--- src/rtl/imm_gen_pipe_if.sv ---
// Decode-side handshake bundle for imm_gen_pipe.
// master = upstream/downstream driver, slave = the generator.
interface imm_gen_pipe_if #(
  parameter int XLEN  = 32,
  parameter int TAG_W = 5
);
  logic             in_valid;
  logic             in_ready;
  logic [31:0]      in_instr;
  logic [2:0]       in_immsrc;
  logic [TAG_W-1:0] in_tag;
  logic             out_valid;
  logic             out_ready;
  logic [XLEN-1:0]  out_imm;
  logic [TAG_W-1:0] out_tag;
  logic             out_err;

  modport master (
    output in_valid, in_instr, in_immsrc, in_tag, out_ready,
    input  in_ready, out_valid, out_imm, out_tag, out_err
  );

  modport slave (
    input  in_valid, in_instr, in_immsrc, in_tag, out_ready,
    output in_ready, out_valid, out_imm, out_tag, out_err
  );
endinterface

--- src/rtl/imm_gen_pipe.sv ---
// Pipelined immediate generator with a 2-entry output buffer.
// Decode can stall downstream without dropping immediates.
module imm_gen_pipe #(
  parameter int XLEN  = 32,
  parameter int TAG_W = 5
) (
  input  logic         clk,
  input  logic         rst_n,
  imm_gen_pipe_if.slave bus
);

  if (XLEN != 32 && XLEN != 64) begin : g_bad_xlen
    $error("imm_gen_pipe: XLEN must be 32 or 64");
  end
  if (TAG_W < 1) begin : g_bad_tag
    $error("imm_gen_pipe: TAG_W must be >= 1");
  end

  typedef enum logic [1:0] {
    EMPTY,
    ONE,
    FULL
  } state_e;

  typedef struct packed {
    logic [XLEN-1:0]  imm;
    logic [TAG_W-1:0] tag;
    logic             err;
  } entry_t;

  state_e          state_q, state_d;
  entry_t          head_q, head_d;
  entry_t          tail_q, tail_d;
  entry_t          new_e;
  logic [XLEN-1:0] imm_w;
  logic            err_w;
  logic            push;
  logic            pop;
  logic [31:0]     ins;
  logic            unused_opcode;

  assign ins           = bus.in_instr;
  assign unused_opcode = ^ins[6:0];

  // Format decode and extension of the incoming instruction
  always_comb begin
    imm_w = '0;
    err_w = 1'b0;
    unique case (bus.in_immsrc)
      3'b000: imm_w = XLEN'(signed'(ins[31:20]));
      3'b001: imm_w = XLEN'(signed'({ins[31:25], ins[11:7]}));
      3'b010: imm_w = XLEN'(signed'({ins[31], ins[7],
                                     ins[30:25], ins[11:8],
                                     1'b0}));
      3'b011: imm_w = XLEN'(signed'({ins[31], ins[19:12],
                                     ins[20], ins[30:21],
                                     1'b0}));
      3'b100: imm_w = XLEN'(signed'({ins[31:12], 12'b0}));
      3'b101: imm_w = XLEN'(ins[19:15]);
      3'b110: begin
        if (XLEN == 64) imm_w = XLEN'(ins[25:20]);
        else            imm_w = XLEN'(ins[24:20]);
      end
      3'b111: err_w = 1'b1;
    endcase
  end

  assign new_e = '{imm: imm_w, tag: bus.in_tag, err: err_w};

  assign bus.in_ready  = rst_n & (state_q != FULL);
  assign bus.out_valid = (state_q != EMPTY);
  assign bus.out_imm   = head_q.imm;
  assign bus.out_tag   = head_q.tag;
  assign bus.out_err   = head_q.err;

  assign push = bus.in_valid & bus.in_ready;
  assign pop  = bus.out_valid & bus.out_ready;

  // Occupancy and entry movement for the 2-deep FIFO
  always_comb begin
    state_d = state_q;
    head_d  = head_q;
    tail_d  = tail_q;
    unique case (state_q)
      EMPTY: begin
        if (push) begin
          head_d  = new_e;
          state_d = ONE;
        end
      end
      ONE: begin
        if (push && pop) begin
          head_d = new_e;
        end else if (push) begin
          tail_d  = new_e;
          state_d = FULL;
        end else if (pop) begin
          state_d = EMPTY;
        end
      end
      FULL: begin
        if (pop) begin
          head_d  = tail_q;
          state_d = ONE;
        end
      end
      default: state_d = EMPTY;
    endcase
  end

  // State and storage registers, cleared by synchronous reset
  always_ff @(posedge clk) begin
    if (!rst_n) begin
      state_q <= EMPTY;
      head_q  <= '0;
      tail_q  <= '0;
    end else begin
      state_q <= state_d;
      head_q  <= head_d;
      tail_q  <= tail_d;
    end
  end

endmodule

--- src/flat_wrapper.sv ---
// flat-port wrapper written by rule: the top's interface ports become plain ports
module imm_gen_pipe_flat 
#(
  parameter int XLEN  = 32,
  parameter int TAG_W = 5
)
  (clk, rst_n, bus_in_valid, bus_in_instr, bus_in_immsrc, bus_in_tag, bus_out_ready, bus_in_ready, bus_out_valid, bus_out_imm, bus_out_tag, bus_out_err);
  imm_gen_pipe_if #(.XLEN(XLEN), .TAG_W(TAG_W)) bus_i ();
  input  logic clk;
  input  logic rst_n;
  input wire logic [$bits(bus_i.in_valid)-1:0] bus_in_valid;
  input wire logic [$bits(bus_i.in_instr)-1:0] bus_in_instr;
  input wire logic [$bits(bus_i.in_immsrc)-1:0] bus_in_immsrc;
  input wire logic [$bits(bus_i.in_tag)-1:0] bus_in_tag;
  input wire logic [$bits(bus_i.out_ready)-1:0] bus_out_ready;
  output wire logic [$bits(bus_i.in_ready)-1:0] bus_in_ready;
  output wire logic [$bits(bus_i.out_valid)-1:0] bus_out_valid;
  output wire logic [$bits(bus_i.out_imm)-1:0] bus_out_imm;
  output wire logic [$bits(bus_i.out_tag)-1:0] bus_out_tag;
  output wire logic [$bits(bus_i.out_err)-1:0] bus_out_err;
  assign bus_i.in_valid = bus_in_valid;
  assign bus_i.in_instr = bus_in_instr;
  assign bus_i.in_immsrc = bus_in_immsrc;
  assign bus_i.in_tag = bus_in_tag;
  assign bus_i.out_ready = bus_out_ready;
  assign bus_in_ready = bus_i.in_ready;
  assign bus_out_valid = bus_i.out_valid;
  assign bus_out_imm = bus_i.out_imm;
  assign bus_out_tag = bus_i.out_tag;
  assign bus_out_err = bus_i.out_err;
  imm_gen_pipe #(.XLEN(XLEN), .TAG_W(TAG_W)) u_core (.clk(clk), .rst_n(rst_n), .bus(bus_i));
endmodule
--- config.mk ---
export PLATFORM = sky130hd
export DESIGN_NAME = imm_gen_pipe_flat
export DESIGN_NICKNAME = d
export VERILOG_FILES = /design/src/rtl/imm_gen_pipe_if.sv /design/src/rtl/imm_gen_pipe.sv /design/src/flat_wrapper.sv
export SDC_FILE = /design/constraint.sdc
export NUM_CORES = 1
export LEC_CHECK = 0
export CORE_AREA = 2 2 82 84
export CTS_CLUSTER_DIAMETER = 60
export DETAILED_ROUTE_END_ITERATION = 10
export DIE_AREA = 0 0 84 86
export DONT_BUFFER_PORTS = 1
export HOLD_SLACK_MARGIN = 0.02
export PLACE_DENSITY = 0.75
export SLEW_MARGIN = 0
export SYNTH_ARGS = -nofsm -noshare
export SYNTH_HDL_FRONTEND = slang
export SYNTH_SLANG_ARGS = --single-unit
--- constraint.sdc ---
create_clock -name clk -period 4.47 [get_ports clk]
set_clock_uncertainty 0.15 [all_clocks]
set_input_delay 0.6705 -clock clk [delete_from_list [all_inputs] [get_ports clk]]
set_output_delay 0.6705 -clock clk [all_outputs]
set_load 0.1 [all_outputs]
==> impl_metrics.ini <==
[timing]
period_needed_ns = 2.76
fmax_ghz = 0.362
hold_violations = 0
period_share = 0.618
setup_violations = 0
timing.final.max_slew_violations = 0
fin_ws_ns = 1.71
worst_slew_pin_slew_ns = 1.08
whs_ns = 0.287
grt_setup_unrepaired = false
finalSetupTns_ns = 0
maxSlewHeadroom = 0.281

[yosys]
avgSynthCellArea_um2 = 8.51
ys_types = 50
synth_top_area_cell = dfxtp_1
async_reset_ff_frac = 0
syn-num-nets = 483
ys_ff_latch = 78
synth_warnings = 0
yosysSeqAreaShare = 0.418
synth_top_area_frac = 0.418
synthCells = 439
ys.flop_type = dfxtp_1
synth_area_leaders = dfxtp_1 42%, nand2_1 7.2%, a21oi_1 5.0%
syn_area_mm2 = 0.00374
synth_edf_count = 0

[worst_setup_path]
worst_setup_path_end_kind = primary output
crit_path_max_fanout = 51
path_cells = inv_2 > nor2_2
start_kind = primary input
crit_buf_inv = 1
slowest_stage = nor2_2
critPathMaxStageDelay_ns = 0.95
required_ns = 3.65
critPathKind = in -> out
crit_family = simple AND/OR/NAND/NOR gates
worst_ep_arrival_time_ns = 1.94

[power]
ir_drop_uv = 251
power_density_mw_per_mm2 = 418
power_uw = 1610
power_leakage_uw = 0.00137

[placed_design]
pre_cts_ws_ns = 1.70
hpwlAfterDp_um = 5470
dp.cells = 479
io_buffers = 0
routabilityCongestion = 0.771

[cells_and_area]
final_common_cell = dfxtp_1
nFillCells = 557
stdcell_count = 495
diodes = 0
multi_input_area_mm2 = 0.00195
nets = 457
syn2layout_area_growth_pct = 2.98
regArea_mm2 = 0.00156
final_cell_mix = 78 x dfxtp_1, 72 x nand2_1, 47 x nor2_1
drive_gt1_frac = 0.0981

[global_route]
grt.total_usage = 0.242
antenna_found_initial = 0
grt_pass1_vias = 2950
overflow = 0
grt_pass1_wl_um = 14200
grt_max_degree = 64

[clocking]
numClockSinks = 78
clockBufferDepth = 2
clkSlewWorstSetupHoldPaths_ns = 0.08
clk_latency_ns = 0.35
cts_setup_buffers = 0
cts_made_buffers = 9
postCtsResizedCells = 0
cts_tree = yes
htree_levels = 3
postCtsHoldBufs = 0
cts-root-buf = clkbuf_8

[die]
dieHeight_um = 86
core_region_area_mm2 = 0.00628
die_x_um = 84
dieArea_mm2 = 0.00722
rows = 29
io_pins = 84
initial_utilization = 0.595

[routing]
route.met3.wl_um = 764
wl_met2_um = 3800
routed.top_layer = met4
drc = 0
drtAntennaViolNets = 0
viasPerCell = 6.30
m1WireLength_um = 3880
wire_per_inst_um = 17.3
routed_wl_um = 8540
dr.pass1.iters = 4
drtIter0Drc = 210
vias = 3120

[flow_run]
drv_cap = 0

[outcome]
outcome = finished clean

[min_path]
hp-class = in -> reg
## cells by family (layout without fill, tap and decap cells)
group | after synthesis | count (layout) | share of synthesized area
DFF | 78 | 78 | 0.418
xor gates and xnor gates | 2 | 2 | 0.00670
muxes | 12 | 12 | 0.0338
buffers and inverters | 42 | 21 | 0.0623
and+or+nand+nor | 180 | 180 | 0.252
AOI/OAI and AO/OA | 125 | 125 | 0.228
## final timing paths
check	slack, ns	startpoint	cells past startpoint	endpoint
setup / recovery	1.71	rst_n	2	bus_in_ready
setup reg to reg	1.92	u_core.state_q[0]	5	u_core.bus.out_imm[23]
hold / removal	0.29	rst_n	1	u_core.state_q[0]
hold reg to reg	0.31	u_core.tail_q[17]	2	u_core.tail_q[17]
## power breakdown
| part | switching (uW) | internal (uW) |
|---|---|---|
| logic | 86.7 | 59.1 |
| registers | 166 | 723 |
| clock network | 262 | 314 |
## metrics by stage
stage,area [um^2],util
after floorplan,3740,-
after global placement,3630,0.579
after detailed placement,3630,0.579
after CTS,3850,0.613
after global routing,3850,0.613
final,3850,0.613
## layout make-up
type	count	share of cell area
Clock buffer	10	0.0332
Clock inverter	6	0.0224
Inverter	2	0.00195
Multi-Input combinational cell	319	0.506
Sequential cell	78	0.406
Tap cell	77	0.0250
Timing Repair Buffer	3	0.00585
## cell usage after synthesis, drive strengths merged (5+ instances only)
cell / number
a211o: 8
a211oi: 11
a21oi: 38
a22o: 10
a311oi: 13
a31oi: 12
and4b: 8
buf: 23
clkbuf: 17
dfxtp: 78
mux2: 5
mux2i: 7
nand2: 72
nand3: 9
nor2: 49
nor2b: 10
nor4: 8
nor4bb: 7
o21ai: 18
## flip-flops by register name, indices dropped and copies added, names as in the netlist
register,count
u_core.bus.out_imm,32
u_core.tail_q,38
u_core.bus.out_tag,5
u_core.bus.out_err,1
u_core.state_q,2
## routing by layer
layer  GRT usage  up-vias
li1            -     1536
met1       0.329     1460
met2       0.359      114
met3      0.0857       10
met4      0.0821        0
met5           0        -
Power figures use the tool's default switching activity.
